==> src/rtl/ctr_defs.sv <==
`timescale 1ns/100ps
// Shared definitions for blocks consuming the upstream counter: default width and FSM encoding.
package ctr_defs;

  localparam int W_DEF = 4;

  typedef enum logic [1:0] {
    ST_IDLE = 2'd0,
    ST_ARM  = 2'd1,
    ST_RUN  = 2'd2,
    ST_DONE = 2'd3
  } state_e;

endpackage

==> src/rtl/ctr_wrap_det.sv <==
`timescale 1ns/100ps
// Registers the previous count and flags a clean max->0 step of the upstream counter.
module ctr_wrap_det #(
  parameter int W = ctr_defs::W_DEF
) (
  input  logic         clk,
  input  logic         rst,
  input  logic [W-1:0] cnt_i,
  output logic         wrap_o
);

  logic [W-1:0] cnt_q;

  always_ff @(posedge clk or posedge rst) begin
    if (rst) cnt_q <= '0;
    else     cnt_q <= cnt_i;
  end

  // A jump into 0 from anything other than max is not a period boundary.
  assign wrap_o = (cnt_q == {W{1'b1}}) && (cnt_i == '0);

endmodule

==> src/rtl/ctr_pwm.sv <==
`timescale 1ns/100ps
// PWM generator driven by the free-running counter: double-buffered duty, continuous or
// one-shot (NPER periods) operation; pwm_out and wrap are registered, one clk behind cnt.
module ctr_pwm
  import ctr_defs::*;
#(
  parameter int W    = W_DEF,
  parameter int NPER = 3
) (
  input  logic         clk,
  input  logic         rst,
  input  logic [W-1:0] cnt,
  input  logic         en,
  input  logic         oneshot,
  input  logic [W-1:0] duty_in,
  input  logic         duty_wr,
  output logic         pwm_out,
  output logic         wrap,
  output logic         busy,
  output logic         done
);

  localparam int            PW       = $clog2(NPER + 1);
  localparam logic [PW-1:0] PER_LAST = PW'(NPER - 1);

  state_e        state_q, state_d;
  logic          wrap_c;
  logic          active;
  logic          mode_q, mode_d;
  logic          lock_q, lock_d;
  logic [W-1:0]  duty_shadow_q, duty_shadow_d;
  logic [W-1:0]  duty_active_q, duty_active_d;
  logic [W-1:0]  duty_eff;
  logic [PW-1:0] per_cnt_q, per_cnt_d;
  logic          pwm_q, pwm_d;
  logic          wrap_q;

  ctr_wrap_det #(.W(W)) u_wrap_det (
    .clk    (clk),
    .rst    (rst),
    .cnt_i  (cnt),
    .wrap_o (wrap_c)
  );

  always_ff @(posedge clk or posedge rst) begin
    if (rst) state_q <= ST_IDLE;
    else     state_q <= state_d;
  end

  always_comb begin
    state_d = state_q;
    case (state_q)
      ST_IDLE: if (en && !lock_q) state_d = ST_ARM;
      ST_ARM: begin
        if (!en)         state_d = ST_IDLE;
        else if (wrap_c) state_d = ST_RUN;
      end
      ST_RUN: begin
        if (!en)                                           state_d = ST_IDLE;
        else if (wrap_c && mode_q && per_cnt_q == PER_LAST) state_d = ST_DONE;
      end
      ST_DONE: state_d = ST_IDLE;
      default: state_d = ST_IDLE;
    endcase
  end

  always_comb begin
    busy = 1'b0;
    done = 1'b0;
    case (state_q)
      ST_ARM, ST_RUN: busy = 1'b1;
      ST_DONE:        done = 1'b1;
      default:        ;
    endcase
  end

  assign active = (state_q == ST_ARM) || (state_q == ST_RUN);

  always_comb begin
    duty_shadow_d = duty_wr ? duty_in : duty_shadow_q;
    // The duty that governs the current cnt: a write on the wrap cycle takes effect at cnt=0.
    duty_eff = duty_active_q;
    if (active && wrap_c) duty_eff = duty_wr ? duty_in : duty_shadow_q;
    duty_active_d = duty_eff;

    per_cnt_d = per_cnt_q;
    if (wrap_c) begin
      if (state_q == ST_ARM)                                 per_cnt_d = '0;
      else if (state_q == ST_RUN && per_cnt_q != {PW{1'b1}}) per_cnt_d = per_cnt_q + PW'(1);
    end

    mode_d = (state_q == ST_IDLE && state_d == ST_ARM) ? oneshot : mode_q;

    // Re-arming after a one-shot needs en to be seen low at least once.
    lock_d = lock_q;
    if (!en)                     lock_d = 1'b0;
    else if (state_q == ST_DONE) lock_d = 1'b1;

    pwm_d = (state_d == ST_RUN) && (cnt < duty_eff);
  end

  always_ff @(posedge clk or posedge rst) begin
    if (rst) begin
      duty_shadow_q <= '0;
      duty_active_q <= '0;
      per_cnt_q     <= '0;
      mode_q        <= 1'b0;
      lock_q        <= 1'b0;
      pwm_q         <= 1'b0;
      wrap_q        <= 1'b0;
    end else begin
      duty_shadow_q <= duty_shadow_d;
      duty_active_q <= duty_active_d;
      per_cnt_q     <= per_cnt_d;
      mode_q        <= mode_d;
      lock_q        <= lock_d;
      pwm_q         <= pwm_d;
      wrap_q        <= wrap_c;
    end
  end

  assign pwm_out = pwm_q;
  assign wrap    = wrap_q;

endmodule

==> config.mk <==
export PLATFORM = sky130hd
export DESIGN_NAME = ctr_pwm
export DESIGN_NICKNAME = d
export VERILOG_FILES = /design/src/rtl/ctr_defs.sv /design/src/rtl/ctr_wrap_det.sv /design/src/rtl/ctr_pwm.sv
export SDC_FILE = /design/constraint.sdc
export NUM_CORES = 1
export LEC_CHECK = 0
export ABC_AREA = 1
export CAP_MARGIN = 20
export CORE_MARGIN = 8
export CORE_UTILIZATION = 59
export CTS_BUF_LIST = sky130_fd_sc_hd__clkbuf_8
export DETAILED_ROUTE_END_ITERATION = 8
export GPL_TIMING_DRIVEN = 0
export PLACE_DENSITY_LB_ADDON = 0.3
export SYNTH_ARGS = -nofsm -noshare
export SYNTH_HDL_FRONTEND = slang
export SYNTH_SLANG_ARGS = --single-unit
==> constraint.sdc <==
create_clock -name clk -period 3.71 [get_ports clk]
set_input_delay 1.113 -clock clk [delete_from_list [all_inputs] [get_ports clk]]
set_output_delay 1.113 -clock clk [all_outputs]
set_load 0.01 [all_outputs]
==> metrics <==
I/O Pins 17; routed len/inst 12.83 um; crit path DAT 1700 ps; Initial Util 62.87%; n_diodes 0; Setup violations, final 0; CTS Buffer Depth 2; DR pass1 iterations 4; critical-path cell list inv_1, ha_1, clkdlybuf4s50_1; Async S/R FF share, synth 100.0%; Synth Warn # 0; Commonest cells post-synth nand2_1, dfrtp_1, inv_1, ha_1, inv_2; fraction of layout cells with a size suffix above 1 18.88%; CP max stage cell clkdlybuf4s50_1; first-pass GRT wire length 3.436 mm; P_sw 187.1 uW; largest net degree at the start of global routing 21; EDFF count, synth 0; max incr delay on CP 560 ps; routed vias/inst 5.048; Slew Limit Fails 0; Die Y 59.13 um; required time of the critical path 2600 ps; Hold Path Class reg -> reg; CP delay by family, top buffers and inverters; Vias 848; final critical-path share of the clock period 75.88%; critical path type reg -> out; Reg power frac 39.9%; RSZ-0062 raised after global routing no; setup TNS 0 ps; Hold-fix buffers, CTS 0; total grt overflow 0; most used flip-flop cell after synthesis dfrtp_1; Final Wtd Congestion 0.7072; clock sinks 20; most frequent cell after synthesis nand2_1; Residual DRC 0; synthesized area 1097 um2; post-synthesis sequential area ratio 45.61%; Peak Freq 355.2 MHz; cts repair resizes 0; syn avg cell area 8.921 um2; main area contributors after synthesis dfrtp_1, ha_1, nand2_1, inv_1, nand2_2; IO Port Bufs 16; Clock power frac 33.9%; post-DP HPWL 1.685 mm; syn_nets 145; Sw Ratio 29.36%; Worst-Margin Slew 704.0 ps; Clock Latency Late Sink 260 ps; initial antenna violation count 0; Synth area leader dfrtp_1; maxcap violations 0; drt total wl 2.156 mm; post-synthesis register bit count 20; Startpoint Class flop; initial DRC count 16; Tot Pwr 637.4 uW; Max FO, Critical Path 4; vias in the first global route 822; H-tree depth 1; Total Nets Final 166; die footprint 3496 um2; leakage 0.0007198 uW; num rows 15; Fin. Hold Viols 0; CTS Buf Count 3; Cells after Synth 123; dpl cell area 1289 um2; Final min period 2815 ps; Fill cells 116; number of setup buffers added after CTS 0; outcome finished clean; die width 59.13 um; internal cell power 450.2 uW; clk_skew 2.458 ps; Worst setup EP type output port; power per cell area 468.6 nW/um2; Comb power frac 26.2%; Post-DRT Antenna Nets 0; Yosys top cell area share 45.61%; Synth-to-Final Area Change 23.94%; Yosys cell types 22; clk slew on worst S/H paths 70 ps; CP Buf/Inv Count 2; TritonCTS clock tree yes; core area 1745 um2; design area 1360 um2; All-Layer GR Usage 13.30%; peak supply drop 0.4126 mV; Root Driver clkbuf_8; Slew headroom 53.01%
[tightest hold or removal path, cell delays in order (launching register included)]
cell	delay, ps
dfrtp_1	320
nand2_1	50
nand2_1	70
[layer usage]
layer  up-vias  GRT usage, %  share of wire, %
met4         0         7.167               1.9
met3         5         2.820               3.3
met2        20         23.99                53
met1       405         13.97                41
met5         -             0                 0
li1        418             -                 -
[placed cells by master, fill, tap and decap left out, types with 2 or more instances in the layout]
| master | synthesis | final |
|---|---|---|
| inv_1 | 19 | 19 |
| clkdlybuf4s50_1 | 0 | 16 |
| a21oi_1 | 5 | 5 |
| nand3_1 | 6 | 6 |
| dfrtp_1 | 20 | 20 |
| inv_2 | 7 | 7 |
| o21ai_0 | 2 | 2 |
| nand2_2 | 6 | 6 |
| clkbuf_8 | 0 | 3 |
| nand3_2 | 3 | 3 |
| ha_1 | 9 | 9 |
| nor2_1 | 5 | 5 |
| nand2_1 | 30 | 30 |
[power groups by stage]
stage	combinational, uW	clock (uW)	sequential, uW
2_1_floorplan	115	0	254
3_3_place_gp	156	0	257
3_5_place_dp	166	0	257
4_1_cts	167	219	254
5_1_grt	183	227	256
6_report	167	216	254
[stage by stage]
step | setup WS (ps) | util [%] | cells | hold slack (ps)
after floorplan | 1359 | - | 123 | 438.4
after global placement | 768.8 | 73.84 | 164 | 453.0
after detailed placement | 670.6 | 73.84 | 164 | 459.3
after CTS | 899.3 | 77.92 | 168 | 478.0
after global routing | 823.2 | 77.92 | 168 | 506.9
final | 894.7 | 77.92 | 168 | 475.8
[state kept, by name, summed over array words and instances (netlist names)]
name              cells
lock_q                1
state_q               2
u_wrap_det.cnt_q      4
wrap                  1
duty_active_q         4
mode_q                1
per_cnt_q             2
duty_shadow_q         4
pwm_out               1
[final cells by class]
cell class	count	area, um2	area share [%]
flip-flops and latches	20	500.5	36.80
multi-input cells	76	495.5	36.43
repair buffers	16	160.2	11.78
inverters	27	101.3	7.452
clock buffers	3	41.29	3.036
well taps	25	31.28	2.300
clock inverters	1	30.03	2.208
[path summary, 6_finish.rpt]
kind                                     to  slack, ps  depth (start not counted)             start
max                                    busy        890                          3        state_q[0]
min                        duty_shadow_q[1]        480                          2  duty_shadow_q[1]
max reg2reg                         pwm_out       1690                         11        state_q[0]
min reg2reg                duty_shadow_q[1]        480                          2  duty_shadow_q[1]
max in group asynchronous            lock_q       2010                          2               rst
min in group asynchronous  duty_shadow_q[2]       1260                          2               rst
[cell families after synthesis]
group | after synthesis | synth area share, %
fa+ha+maj | 9 | 10.26
flops | 20 | 45.61
compound gates | 11 | 7.069
buf+inv | 27 | 9.236
simple gates | 56 | 27.82
(Power assumes the default switching activity.)
